===== config.mk =====
export PLATFORM = sky130hd
export DESIGN_NAME = traffic_light_ctrl
export DESIGN_NICKNAME = d
export VERILOG_FILES = /design/src/rtl/traffic_light_ctrl.sv
export SDC_FILE = /design/constraint.sdc
export NUM_CORES = 1
export LEC_CHECK = 0
export CAP_MARGIN = 20
export CORE_MARGIN = 5
export CORE_UTILIZATION = 41
export CTS_BUF_LIST = sky130_fd_sc_hd__clkbuf_4 sky130_fd_sc_hd__clkbuf_8 sky130_fd_sc_hd__clkbuf_16
export CTS_CLUSTER_DIAMETER = 60
export DETAILED_ROUTE_END_ITERATION = 10
export GPL_ROUTABILITY_DRIVEN = 0
export PLACE_DENSITY = 0.8
export SYNTH_ARGS = -nofsm -noshare
export SYNTH_HDL_FRONTEND = slang
export SYNTH_SLANG_ARGS = --single-unit
export TNS_END_PERCENT = 30

===== constraint.sdc =====
create_clock -name clk -period 1.3 [get_ports clk]
set_input_delay 0.195 -clock clk [delete_from_list [all_inputs] [get_ports clk]]
set_output_delay 0.195 -clock clk [all_outputs]
set_load 0.005 [all_outputs]

===== src/rtl/traffic_light_ctrl.sv =====
// Traffic light sequencer for a main/side crossing with an optional pedestrian phase.
// Phase durations are counted in timeout pulses from an external time-unit counter.
module traffic_light_ctrl #(
  parameter int unsigned GREEN_UNITS  = 3,
  parameter int unsigned YELLOW_UNITS = 1,
  parameter int unsigned RED_UNITS    = 1,
  parameter int unsigned WALK_UNITS   = 2
) (
  input  logic       clk,
  input  logic       rst,
  input  logic       timeout,
  input  logic       ped_req,
  input  logic       hold,
  output logic       count_en,
  output logic [2:0] main_light,
  output logic [2:0] side_light,
  output logic       walk,
  output logic [2:0] state
);

  typedef enum logic [2:0] {
    MAIN_GREEN  = 3'd0,
    MAIN_YELLOW = 3'd1,
    ALL_RED_A   = 3'd2,
    PED_WALK    = 3'd3,
    SIDE_GREEN  = 3'd4,
    SIDE_YELLOW = 3'd5,
    ALL_RED_B   = 3'd6
  } state_e;

  localparam logic [3:0] GREEN_LAST  = 4'(GREEN_UNITS - 1);
  localparam logic [3:0] YELLOW_LAST = 4'(YELLOW_UNITS - 1);
  localparam logic [3:0] RED_LAST    = 4'(RED_UNITS - 1);
  localparam logic [3:0] WALK_LAST   = 4'(WALK_UNITS - 1);

  localparam logic [2:0] LAMP_RED    = 3'b100;
  localparam logic [2:0] LAMP_YELLOW = 3'b010;
  localparam logic [2:0] LAMP_GREEN  = 3'b001;

  state_e     state_q, state_d;
  state_e     next_phase;
  logic [3:0] unit_q, unit_d;
  logic [3:0] last_unit;
  logic       illegal_state;
  logic       ped_pending_q, ped_pending_d;
  logic       ped_prev_q;
  logic       count_en_q;

  always_ff @(posedge clk) begin
    if (!rst) begin
      state_q       <= MAIN_GREEN;
      unit_q        <= '0;
      ped_pending_q <= 1'b0;
      ped_prev_q    <= 1'b0;
      count_en_q    <= 1'b0;
    end else begin
      state_q       <= state_d;
      unit_q        <= unit_d;
      ped_pending_q <= ped_pending_d;
      ped_prev_q    <= ped_req;
      count_en_q    <= !hold;
    end
  end

  // Duration and successor of the phase currently being shown.
  always_comb begin
    last_unit     = RED_LAST;
    next_phase    = MAIN_GREEN;
    illegal_state = 1'b0;
    case (state_q)
      MAIN_GREEN:  begin last_unit = GREEN_LAST;  next_phase = MAIN_YELLOW; end
      MAIN_YELLOW: begin last_unit = YELLOW_LAST; next_phase = ALL_RED_A;   end
      ALL_RED_A:   begin
        last_unit  = RED_LAST;
        next_phase = ped_pending_q ? PED_WALK : SIDE_GREEN;
      end
      PED_WALK:    begin last_unit = WALK_LAST;   next_phase = SIDE_GREEN;  end
      SIDE_GREEN:  begin last_unit = GREEN_LAST;  next_phase = SIDE_YELLOW; end
      SIDE_YELLOW: begin last_unit = YELLOW_LAST; next_phase = ALL_RED_B;   end
      ALL_RED_B:   begin last_unit = RED_LAST;    next_phase = MAIN_GREEN;  end
      default:     illegal_state = 1'b1;
    endcase
  end

  always_comb begin
    state_d       = state_q;
    unit_d        = unit_q;
    ped_pending_d = ped_pending_q;

    // Button edges latch even while held; only the PED_WALK entry clears them.
    if (ped_req && !ped_prev_q && (state_q != PED_WALK)) begin
      ped_pending_d = 1'b1;
    end

    if (illegal_state) begin
      state_d = MAIN_GREEN;
      unit_d  = '0;
    end else if (timeout && !hold) begin
      if (unit_q == last_unit) begin
        state_d = next_phase;
        unit_d  = '0;
        if (next_phase == PED_WALK) begin
          ped_pending_d = 1'b0;
        end
      end else begin
        unit_d = unit_q + 4'd1;
      end
    end
  end

  always_comb begin
    main_light = LAMP_RED;
    side_light = LAMP_RED;
    walk       = 1'b0;
    case (state_q)
      MAIN_GREEN:  main_light = LAMP_GREEN;
      MAIN_YELLOW: main_light = LAMP_YELLOW;
      PED_WALK:    walk       = 1'b1;
      SIDE_GREEN:  side_light = LAMP_GREEN;
      SIDE_YELLOW: side_light = LAMP_YELLOW;
      default:     ;
    endcase
  end

  assign count_en = count_en_q;
  assign state    = state_q;

endmodule


# After elaboration in Yosys (flattened, before gate mapping)
# Index checks and enable logic that the tools add are counted.
# op_classes
addsub	1
eq_ne	9
mux	12
reduce_logical	10
# ops
cell	n
$pmux 3 s6	1
$pmux 3 s2	2
$eq 3x2->1 const B	3
$eq 3x3->1 const B	3
$reduce_or 7->1	1
$mux 1	6
$add 4x1->4 const B	1
$eq 4x4->1	1
$mux 4	1
$pmux 2 s2	1
$reduce_and 2->1	2
$eq 3x1->1 const B	1
$logic_and 1x1->1	3
$logic_not 3->1	1
$mux 3	1
$ne 3x2->1 const B	1
$logic_not 1->1	2
$reduce_or 2->1	1
# word_totals
ff_bits	10
word_cells	37

# Logic depth before layout (Yosys ltp)
# depth
depth_word	8
ltp_mapped	7
depth_no_buf	4

# Least setup slack after synthesis
# Ideal clock, no wire load.
# synth_path
kind	register to register
from	register state_q[1], in the netlist state[1]
to	register ped_pending_q
setup_ns	0.137
t_arrival_ns	1.305
path_slack_ns	-0.142
stages_incl_launch_ff	7
period_less_slack_ns	1.442
cell_sequence	dfxtp_1 buf_4 nand3b_1 xor2_2 and2_4 buf_6 a41oi_2
# synth_between
elab_chain_cells	7
word_cells_on_any_way	20
cone_classes	eq/ne: 9; mux: 7; reduce/logical: 4
# synth_lines
element	line	text
start, declared	40	state_e state_q, state_d;
start signal, assigned	57	state_q <= state_d;
$eq 3x3->1 (tied with other cells)	70	case (state_q)
$pmux 3 s6 (tied with other cells)	70	
$eq 3x2->1 (tied with other cells)	102	if (next_phase == PED_WALK) begin
$mux 1 or $eq 4x4->1 (tied branches)	102, 99	
$mux 1	99	if (unit_q == last_unit) begin
$mux 1	98	end else if (timeout && !hold) begin
$mux 1 *	95	if (illegal_state) begin
end signal, assigned	59	ped_pending_q <= ped_pending_d;
end, declared	45	logic ped_pending_q, ped_pending_d;
# Every way passes the cells marked *; elsewhere a longest branch is shown, timed or not.
# A chain may end at the register's enable or synchronous reset.

# Worst setup path after layout
# layout_path
from	register state_q[2], in the netlist state[2]
to	register ped_pending_q
# Same word-level chain as after synthesis.

==> results_dict.tcl <==
set metrics [dict create \
    status "finished with violations" \
    violations "negative setup slack" \
    min_period_ns 1.40 \
    overflow 0 \
    cts_sinks 10 \
    final_area_sq_um 886 \
    grt_max_degree 9 \
    wirelength_um 1670 \
    crit_start "state[2]$_SDFFE_PN0P_" \
    ctsLongestPathBuffers 2 \
    start_util_pct 44.9 \
    max-vdd-ir-drop_v 0.000343 \
    post_drt_via_cell_ratio 5.40 \
    dp_cells 101 \
    drv_cap 0 \
    clock_latency_ns 0.25 \
    die_height_um 48.4 \
    holdBufCountCts 0 \
    post-synth-top-count-cell "dfxtp_1" \
    wl_per_cell_um 15.9 \
    drt_iter0_markers 5 \
    netlist_instances 62 \
    timing.final.ws_setup_ns -0.0995 \
    hold_viol 0 \
    placed_area_sq_um 846 \
    synth_nets 68 \
    fp-row-count 13 \
    required_ns 1.43 \
    ant_nets 0 \
    drc 0 \
    fin_cells 105 \
    htreeDepth 1 \
    yosysSeqAreaShare_pct 33.1 \
    vias 567 \
    ys_ff_latch 10 \
    fin_crit_sh_pct 108 \
    yosysTopAreaCell "dfxtp_1" \
    clkTransAtPathRegs_ns 0.06 \
    reg2reg_from "state[2]$_SDFFE_PN0P_" \
    power_density_nw_per_um2 697 \
    fillerInstances 118 \
    synth_flop_cell "dfxtp_1" \
    cp_data_arrival_time_ns 1.53 \
    io_buffers 15 \
    layout-drive-gt1-share_pct 44.4 \
    wl_met2_um 954 \
    antenna_found_initial 0 \
    yosysTopAreaCellShare_pct 33.1 \
    diodes 0 \
    first_global_vias 602 \
    synth_area_per_cell_sq_um 9.77 \
    met3WireLength_um 68 \
    rsz0062_at_grt "true" \
    synthTopCellsByArea "dfxtp_1 33%, nor3_2 8.3%, buf_6 5.6%, o31ai_4 3.5%, nor3_1 3.3%" \
    clock-skew-final_ns 0.00343 \
    min-delay-start "hold" \
    synth_edf_count 0 \
    worstSetupStartpointType "flip-flop" \
    grt_pass1_wl_um 2880 \
    wirelength_met1_um 634 \
    syn2layout_area_growth_pct 46.3 \
    tightestPinTransition_ns 0.306 \
    hold_path_class "primary input to flip-flop" \
    finalSetupViolCount 10 \
    die_w_um 48.4 \
    path_max_fanout 6 \
    fin_setup_tns_ns -0.503 \
    pin_count 16 \
    cts_made_buffers 3 \
    cp-end-kind "flip-flop" \
    fp.coreArea_sq_um 1350 \
    syn_area_sq_um 606 \
    power_mw 0.617 \
    grt_use_total_pct 15.6 \
    path_class "flip-flop to flip-flop" \
    cts_tree "built" \
    slew-limit-headroom_pct 79.6 \
    top_layer_used "met4" \
    timing.fmax_mhz 715 \
    cts-root-buf "clkbuf_4" \
    p_leak_nw 0.370 \
    ys_warn_count 0 \
    die-area_sq_um 2350 \
    ys_types 29 \
    synth_commonest_cells "10 x dfxtp_1, 5 x nor3_2, 4 x inv_1, 4 x nand2_1, 4 x nor3_1" \
    synth-async-reset-ratio_pct 0 \
    nets 98 \
    dp_hpwl_um 1180 \
    dr.pass1.iters 4 \
    final_util_pct 65.6 \
    slew_violations 0 \
]
## stage by stage
stage,setup WS (ns),hold slack (ns)
finish,-0.0995,0.486
floorplan,-0.0867,0.267
CTS,-0.0578,0.486
global placement,-0.205,0.545
detailed placement,-0.255,0.540
global route,-0.161,0.517
## timing repair
| action | in CTS | in global routing |
|---|---|---|
| endpoints found under the setup margin | 18 | 13 |
| resized for setup | 23 | 6 |
| setup buffers | 1 | 0 |
| pin swaps | 1 | 3 |
## routing by layer
metal  GRT usage, %  vias to the layer above
li1               -                      278
met1           17.7                      270
met2           28.7                       17
met3           2.14                        2
met4           5.53                        0
met5              0                        -
## cells by family (layout without fill, tap and decap cells)
group / count (synthesis) / count (layout) / synth area share, %
xor+xnor: 4 / 4 / 7.03
flops: 10 / 10 / 33.1
fa+ha+maj: 1 / 1 / 2.07
simple gates: 28 / 28 / 31.6
compound gates: 10 / 10 / 15.3
mux: 1 / 1 / 1.65
buf+inv: 8 / 36 / 9.30
## critical path: stages, from the launching register on
cell      delay [ns]
dfxtp_2         0.34
nand3b_1        0.21
buf_6           0.17
xor2_4          0.22
and2_4          0.24
a41oi_2         0.10
## cells in the final DEF (no fill, tap or decap), types with 2 or more instances in the layout
cell	instances
nor3_2	5
clkdlybuf4s50_1	5
dlygate4sd2_1	5
dfxtp_4	2
a21oi_2	2
nor2b_1	2
buf_4	12
clkdlybuf4s15_2	2
nand4_1	3
nor3_1	4
inv_1	4
a31o_2	2
clkbuf_2	2
clkbuf_4	3
dfxtp_1	7
nor2_1	2
xor2_1	2
nand2_1	4
## final cells by class
class | instances | area (sq um) | area share [%]
Clock buffer | 3 | 22.5 | 2.54
Inverter | 4 | 15.0 | 1.69
Tap cell | 15 | 18.8 | 2.12
Sequential cell | 10 | 209 | 23.6
Multi-Input combinational cell | 44 | 368 | 41.5
Timing Repair Buffer | 29 | 253 | 28.5
## power by group
part / internal (mW) / switching [mW] / total, mW
clock: 0.106 / 0.0934 / 0.200
combinational: 0.0531 / 0.0389 / 0.0920
sequential: 0.313 / 0.0124 / 0.325
total: 0.472 / 0.145 / 0.617
## path summary, 6_finish.rpt
check	slack, ns	cells past startpoint	end
max	-0.1	5	ped_pending_q$_SDFF_PN0_
min reg2reg	0.55	2	unit_q[3]$_SDFFE_PN0P_
min	0.49	2	count_en$_SDFF_PN0_
max reg2reg	-0.1	5	ped_pending_q$_SDFF_PN0_
## flip-flops by register name, indices dropped and copies added (netlist names)
register	flops
count_en	1
ped_pending_q	1
ped_prev_q	1
state	3
unit_q	4
Note: power is estimated with default switching activity, not from simulation.
